File: src/rtl/digit_dec_ctrl.sv
// digit_dec_ctrl: buffers serial FC class sums, fires the argmax stage and returns its verdict on valid/ready.
// Optional watchdog on the WAIT state is enabled with `define DIGIT_CTRL_WDOG_EN.
module digit_dec_ctrl #(
  parameter int DATA_WIDTH  = 16,
  parameter int N_MATS      = 10,
  parameter int WDOG_CYCLES = 32,
  localparam int IDX_W      = $clog2(N_MATS)
) (
  input  logic                              clk,
  input  logic                              rst,
  input  logic [DATA_WIDTH-1:0]             s_sum,
  input  logic                              s_valid,
  input  logic                              s_last,
  output logic                              s_ready,
  output logic [N_MATS-1:0][DATA_WIDTH-1:0] dec_sum,
  output logic                              dec_valid_in,
  input  logic [DATA_WIDTH-1:0]             dec_max,
  input  logic [IDX_W-1:0]                  dec_index,
  input  logic                              dec_valid_out,
  output logic [IDX_W-1:0]                  m_digit,
  output logic [DATA_WIDTH-1:0]             m_max,
  output logic                              m_valid,
  input  logic                              m_ready,
  output logic                              busy,
  output logic                              err_len,
  output logic                              err_timeout,
  output logic [15:0]                       frame_cnt
);

  typedef enum logic [1:0] {COLLECT, FIRE, WAIT, HOLD} state_t;

  state_t                  state_reg, state_next;
  logic [IDX_W-1:0]        cnt_reg, cnt_next;
  logic [IDX_W-1:0]        m_digit_reg;
  logic [DATA_WIDTH-1:0]   m_max_reg;
  logic [15:0]             frame_cnt_reg;
  logic                    err_len_reg;
  logic                    beat_acc;
  logic                    last_beat;
  logic                    len_err;
  logic                    wdog_expire;

  assign s_ready      = (state_reg == COLLECT);
  assign dec_valid_in = (state_reg == FIRE);
  assign m_valid      = (state_reg == HOLD);
  assign busy         = (state_reg != COLLECT) || (cnt_reg != '0);
  assign beat_acc     = s_valid & s_ready;
  assign last_beat    = (cnt_reg == IDX_W'(N_MATS - 1));
  // Length error: s_last before the final class, or missing on the final class.
  assign len_err      = beat_acc & (last_beat ? ~s_last : s_last);

  assign m_digit   = m_digit_reg;
  assign m_max     = m_max_reg;
  assign err_len   = err_len_reg;
  assign frame_cnt = frame_cnt_reg;

  genvar gi;
  generate
    for (gi = 0; gi < N_MATS; gi++) begin : g_buf
      logic [DATA_WIDTH-1:0] sum_reg;
      always_ff @(posedge clk or posedge rst) begin
        if (rst) begin
          sum_reg <= '0;
        end else if (beat_acc && (cnt_reg == IDX_W'(gi))) begin
          sum_reg <= s_sum;
        end
      end
      assign dec_sum[gi] = sum_reg;
    end
  endgenerate

  always_comb begin
    state_next = state_reg;
    cnt_next   = cnt_reg;
    case (state_reg)
      COLLECT: begin
        if (beat_acc) begin
          if (last_beat) begin
            cnt_next   = '0;
            state_next = FIRE;
          end else if (s_last) begin
            cnt_next = '0;
          end else begin
            cnt_next = cnt_reg + IDX_W'(1);
          end
        end
      end
      FIRE: state_next = WAIT;
      WAIT: begin
        if (dec_valid_out) begin
          state_next = HOLD;
        end else if (wdog_expire) begin
          state_next = COLLECT;
        end
      end
      HOLD: begin
        if (m_ready) begin
          state_next = COLLECT;
        end
      end
      default: state_next = COLLECT;
    endcase
  end

  always_ff @(posedge clk or posedge rst) begin
    if (rst) begin
      state_reg     <= COLLECT;
      cnt_reg       <= '0;
      m_digit_reg   <= '0;
      m_max_reg     <= '0;
      frame_cnt_reg <= '0;
      err_len_reg   <= 1'b0;
    end else begin
      state_reg   <= state_next;
      cnt_reg     <= cnt_next;
      err_len_reg <= len_err;
      if ((state_reg == WAIT) && dec_valid_out) begin
        m_digit_reg <= dec_index;
        m_max_reg   <= dec_max;
      end
      if ((state_reg == HOLD) && m_ready) begin
        frame_cnt_reg <= frame_cnt_reg + 16'd1;
      end
    end
  end

`ifdef DIGIT_CTRL_WDOG_EN
  localparam int WDOG_W = $clog2(WDOG_CYCLES + 1);

  logic [WDOG_W-1:0] wdog_reg;
  logic              err_timeout_reg;

  // A result arriving on the last allowed cycle still wins over the timeout.
  assign wdog_expire = (state_reg == WAIT) && !dec_valid_out &&
                       (wdog_reg == WDOG_W'(WDOG_CYCLES - 1));
  assign err_timeout = err_timeout_reg;

  always_ff @(posedge clk or posedge rst) begin
    if (rst) begin
      wdog_reg        <= '0;
      err_timeout_reg <= 1'b0;
    end else begin
      wdog_reg        <= (state_reg == WAIT) ? wdog_reg + WDOG_W'(1) : '0;
      err_timeout_reg <= wdog_expire;
    end
  end
`else
  assign wdog_expire = 1'b0;
  // Watchdog compiled out; the parameter stays referenced so both builds share one interface.
  assign err_timeout = 1'b0 & (WDOG_CYCLES > 0);
`endif

endmodule

File: config.mk
export PLATFORM = sky130hd
export DESIGN_NAME = digit_dec_ctrl
export DESIGN_NICKNAME = d
export VERILOG_FILES = /design/src/rtl/digit_dec_ctrl.sv
export SDC_FILE = /design/constraint.sdc
export NUM_CORES = 1
export LEC_CHECK = 0
export CORE_ASPECT_RATIO = 0.7
export CORE_MARGIN = 3
export CORE_UTILIZATION = 49
export CTS_BUF_LIST = sky130_fd_sc_hd__clkbuf_4 sky130_fd_sc_hd__clkbuf_8
export DETAILED_ROUTE_END_ITERATION = 16
export PLACE_DENSITY = 0.83
export REMOVE_ABC_BUFFERS = 1
export SYNTH_ARGS = -nofsm -noshare
export SYNTH_HDL_FRONTEND = slang
export SYNTH_SLANG_ARGS = --single-unit
File: constraint.sdc
create_clock -name clk -period 8.4 [get_ports clk]
set_clock_uncertainty 0.15 [all_clocks]
set_input_delay 0.84 -clock clk [delete_from_list [all_inputs] [get_ports clk]]
set_output_delay 0.84 -clock clk [all_outputs]
set_load 0.01 [all_outputs]
==> run summary <==
Vias in the first global route: 5641
Crit-path slowest cell: clkdlybuf4s50_1
Total power: 3.47 mW
Max frequency: 273 MHz
Final critical-path share of the clock period: 43.6%
Antenna violations before repair: 0
Proportion of layout cells with a drive suffix above 1: 32.3%
Top-area cell type share of the netlist area: 61.7%
DRT Pass-1 Iters: 4
Dominant cell type by area after synthesis: dfrtp_1
CP Capture Type: primary output
Clock Tree Buf Depth: 3
Vias: 5215
Largest register FFs: 160
Largest net degree at the start of global routing: 113
Most frequent cells in the layout: 242 x clkdlybuf4s50_1, 203 x dfrtp_1, 162 x mux2_2
HPWL Detailed: 14600 microns
Maxcap violations: 0
Fin crit period: 3.66 ns
Critical path required time: 7.41 ns
Actual slew at the worst max-slew pin: 1.15 ns
CTS Hold Bufs: 0
All-layer global routing usage: 23.6%
CP Max Fanout: 8
RSZ-0062 raised after global routing: no
Initial core utilization: 51.6%
LEAKAGE: 5.21 nW
Max VDD drop: 0.195 mV
CP arrival: 2.67 ns
Antenna cells: 0
Reg clk slew, reported paths: 0.07 ns
Cell Area, Synth: 8240 sq um
Die X-Extent: 161 microns
Setup bufs post-CTS: 0
Setup violators final: 0
Gr ovfl total: 0
Clock latency at the later pin of the worst-skew pair: 0.53 ns
CTS tree: yes
DR DRC count: 0
Post-synthesis cell type count: 39
Filler cells: 1108
# H-tree levels: 1
Die Area: 18400 sq um
Floorplan row count: 38
Critical Path, Cell by Cell: inv_1 > ha_1 > nor2b_4 > nand2_2 > or2_2 > clkdlybuf4s50_1
I/O Pins: 244
TritonCTS Buffers: 31
Top cells by area, synth: dfrtp_1 62%, mux2_2 22%, mux2_4 3.6%, ha_1 1.5%, buf_6 1.2%
Hold Crit Class: register to register
First-pass GRT wire length: 33900 microns
Fin. Hold Viols: 0
Synth Area per Inst: 15.7 sq um
Setup_tns: 0 ns
Via/cell ratio: 5.17
Fin. max-slew vios: 0
Register area share after synthesis: 61.7%
Initial drt markers: 268
Top Family by Delay on Critical Path: simple AND/OR/NAND/NOR gates
# nets final: 818
Kind of start point of the critical path: register
Die height: 114 microns
GP Congestion: 0.838
ANT nets after route: 0
Detailed Route WL: 21500 microns
Slew headroom: 22.9%
IO buf count: 242
Synthesized flop and latch total: 203
WL/cell: 21.3 microns
Synth warn: 0
Status: complete, no violations
Post_cts resized: 0
WS Path Type: register to primary output
Core footprint: 16000 sq um
CTS Sinks: 203
Buf/Inv on CP: 2
PD cells: 305 nW/um^2
Highest cell delay on the worst timing path: 0.48 ns
Area Growth Syn to Fin: 38.0%
Clock root buffer: clkbuf_8
Commonest non-fill, non-tap cell in the layout: clkdlybuf4s50_1
Cell count after synthesis: 525
==> logic make-up after synthesis <==
logic type      synth area share, %
compound gates                0.699
xor+xnor                       1.70
fa+ha+maj                      1.52
buf+inv                        3.74
flops                          61.7
mux                            25.9
other cells                  0.0455
simple gates                   4.69
==> path summary, 6_finish.rpt <==
check / startpoint / endpoint / slack (ns) / depth (start not counted)
hold / removal: frame_cnt[15] / frame_cnt[15] / 0.33 / 1
max in group asynchronous: rst / g_buf[0].sum_reg[9] / 5.66 / 3
hold reg to reg: frame_cnt[15] / frame_cnt[15] / 0.33 / 1
setup / recovery: state_reg[0] / busy / 4.74 / 6
min in group asynchronous: rst / g_buf[7].sum_reg[11] / 0.68 / 2
setup reg to reg: state_reg[0] / g_buf[0].sum_reg[4] / 5.45 / 6
==> synthesized netlist by cell type <==
library cell and count:
dfrtp_1 203, mux2_2 162, mux2_4 20, buf_1 16
nand2_1 13, ha_1 10, buf_6 9, nand3_1 9
xnor2_1 8, xor2_1 8, inv_1 7, nor2_1 6
o21ai_0 5, and3_1 4, buf_4 4, and4_1 3
clkbuf_1 3, nand4_1 3, nor3_1 3, nor3_4 3
buf_12 2, buf_8 2, nand2_2 2, nand2b_1 2
nand4_4 2, nor2_4 2, nor4_1 2, a21oi_1 1
a221oi_2 1, a31oi_1 1, and2_1 1, and2b_1 1
buf_2 1, conb_1 1, inv_2 1, mux2i_1 1
nor2b_4 1, o22ai_1 1, or2_2 1
==> final cells by class <==
type	count	area (sq um)	area share, %
flip-flops and latches	203	5080	44.7
multi-input cells	277	2850	25.1
repair buffers	245	2440	21.5
clock buffers	49	618	5.44
well taps	220	275	2.42
clock inverters	7	60.1	0.529
inverters	8	37.5	0.330
==> layer usage <==
metal  vias to the layer above  share of wire (%)  track usage, %
li1                       2313                  -               -
met3                        27                9.5            8.71
met1                      2666                 44            32.6
met4                         0                1.5            4.47
met2                       209                 45            36.4
met5                         -                  0               0
==> per-stage QoR <==
stage,instance area [sq um],instances,utilization [%],setup slack [ns],hold slack [ns]
finish,11400,1009,71.1,4.74,0.333
global route,11400,1009,71.1,4.60,0.362
CTS,11400,1009,71.1,4.70,0.335
detailed placement,10700,953,66.9,5.02,0.327
global placement,10700,953,66.9,5.03,0.304
floorplan,7960,488,-,1.87,0.354
==> power by group <==
group          switching (mW)  leakage [nW]  total (mW)  internal, mW
clock network           0.373         0.367       0.870         0.496
registers               0.173          2.70        1.41          1.24
logic                   0.481          2.14        1.19         0.707
total                    1.03          5.21        3.47          2.44
(Power assumes the default switching activity.)
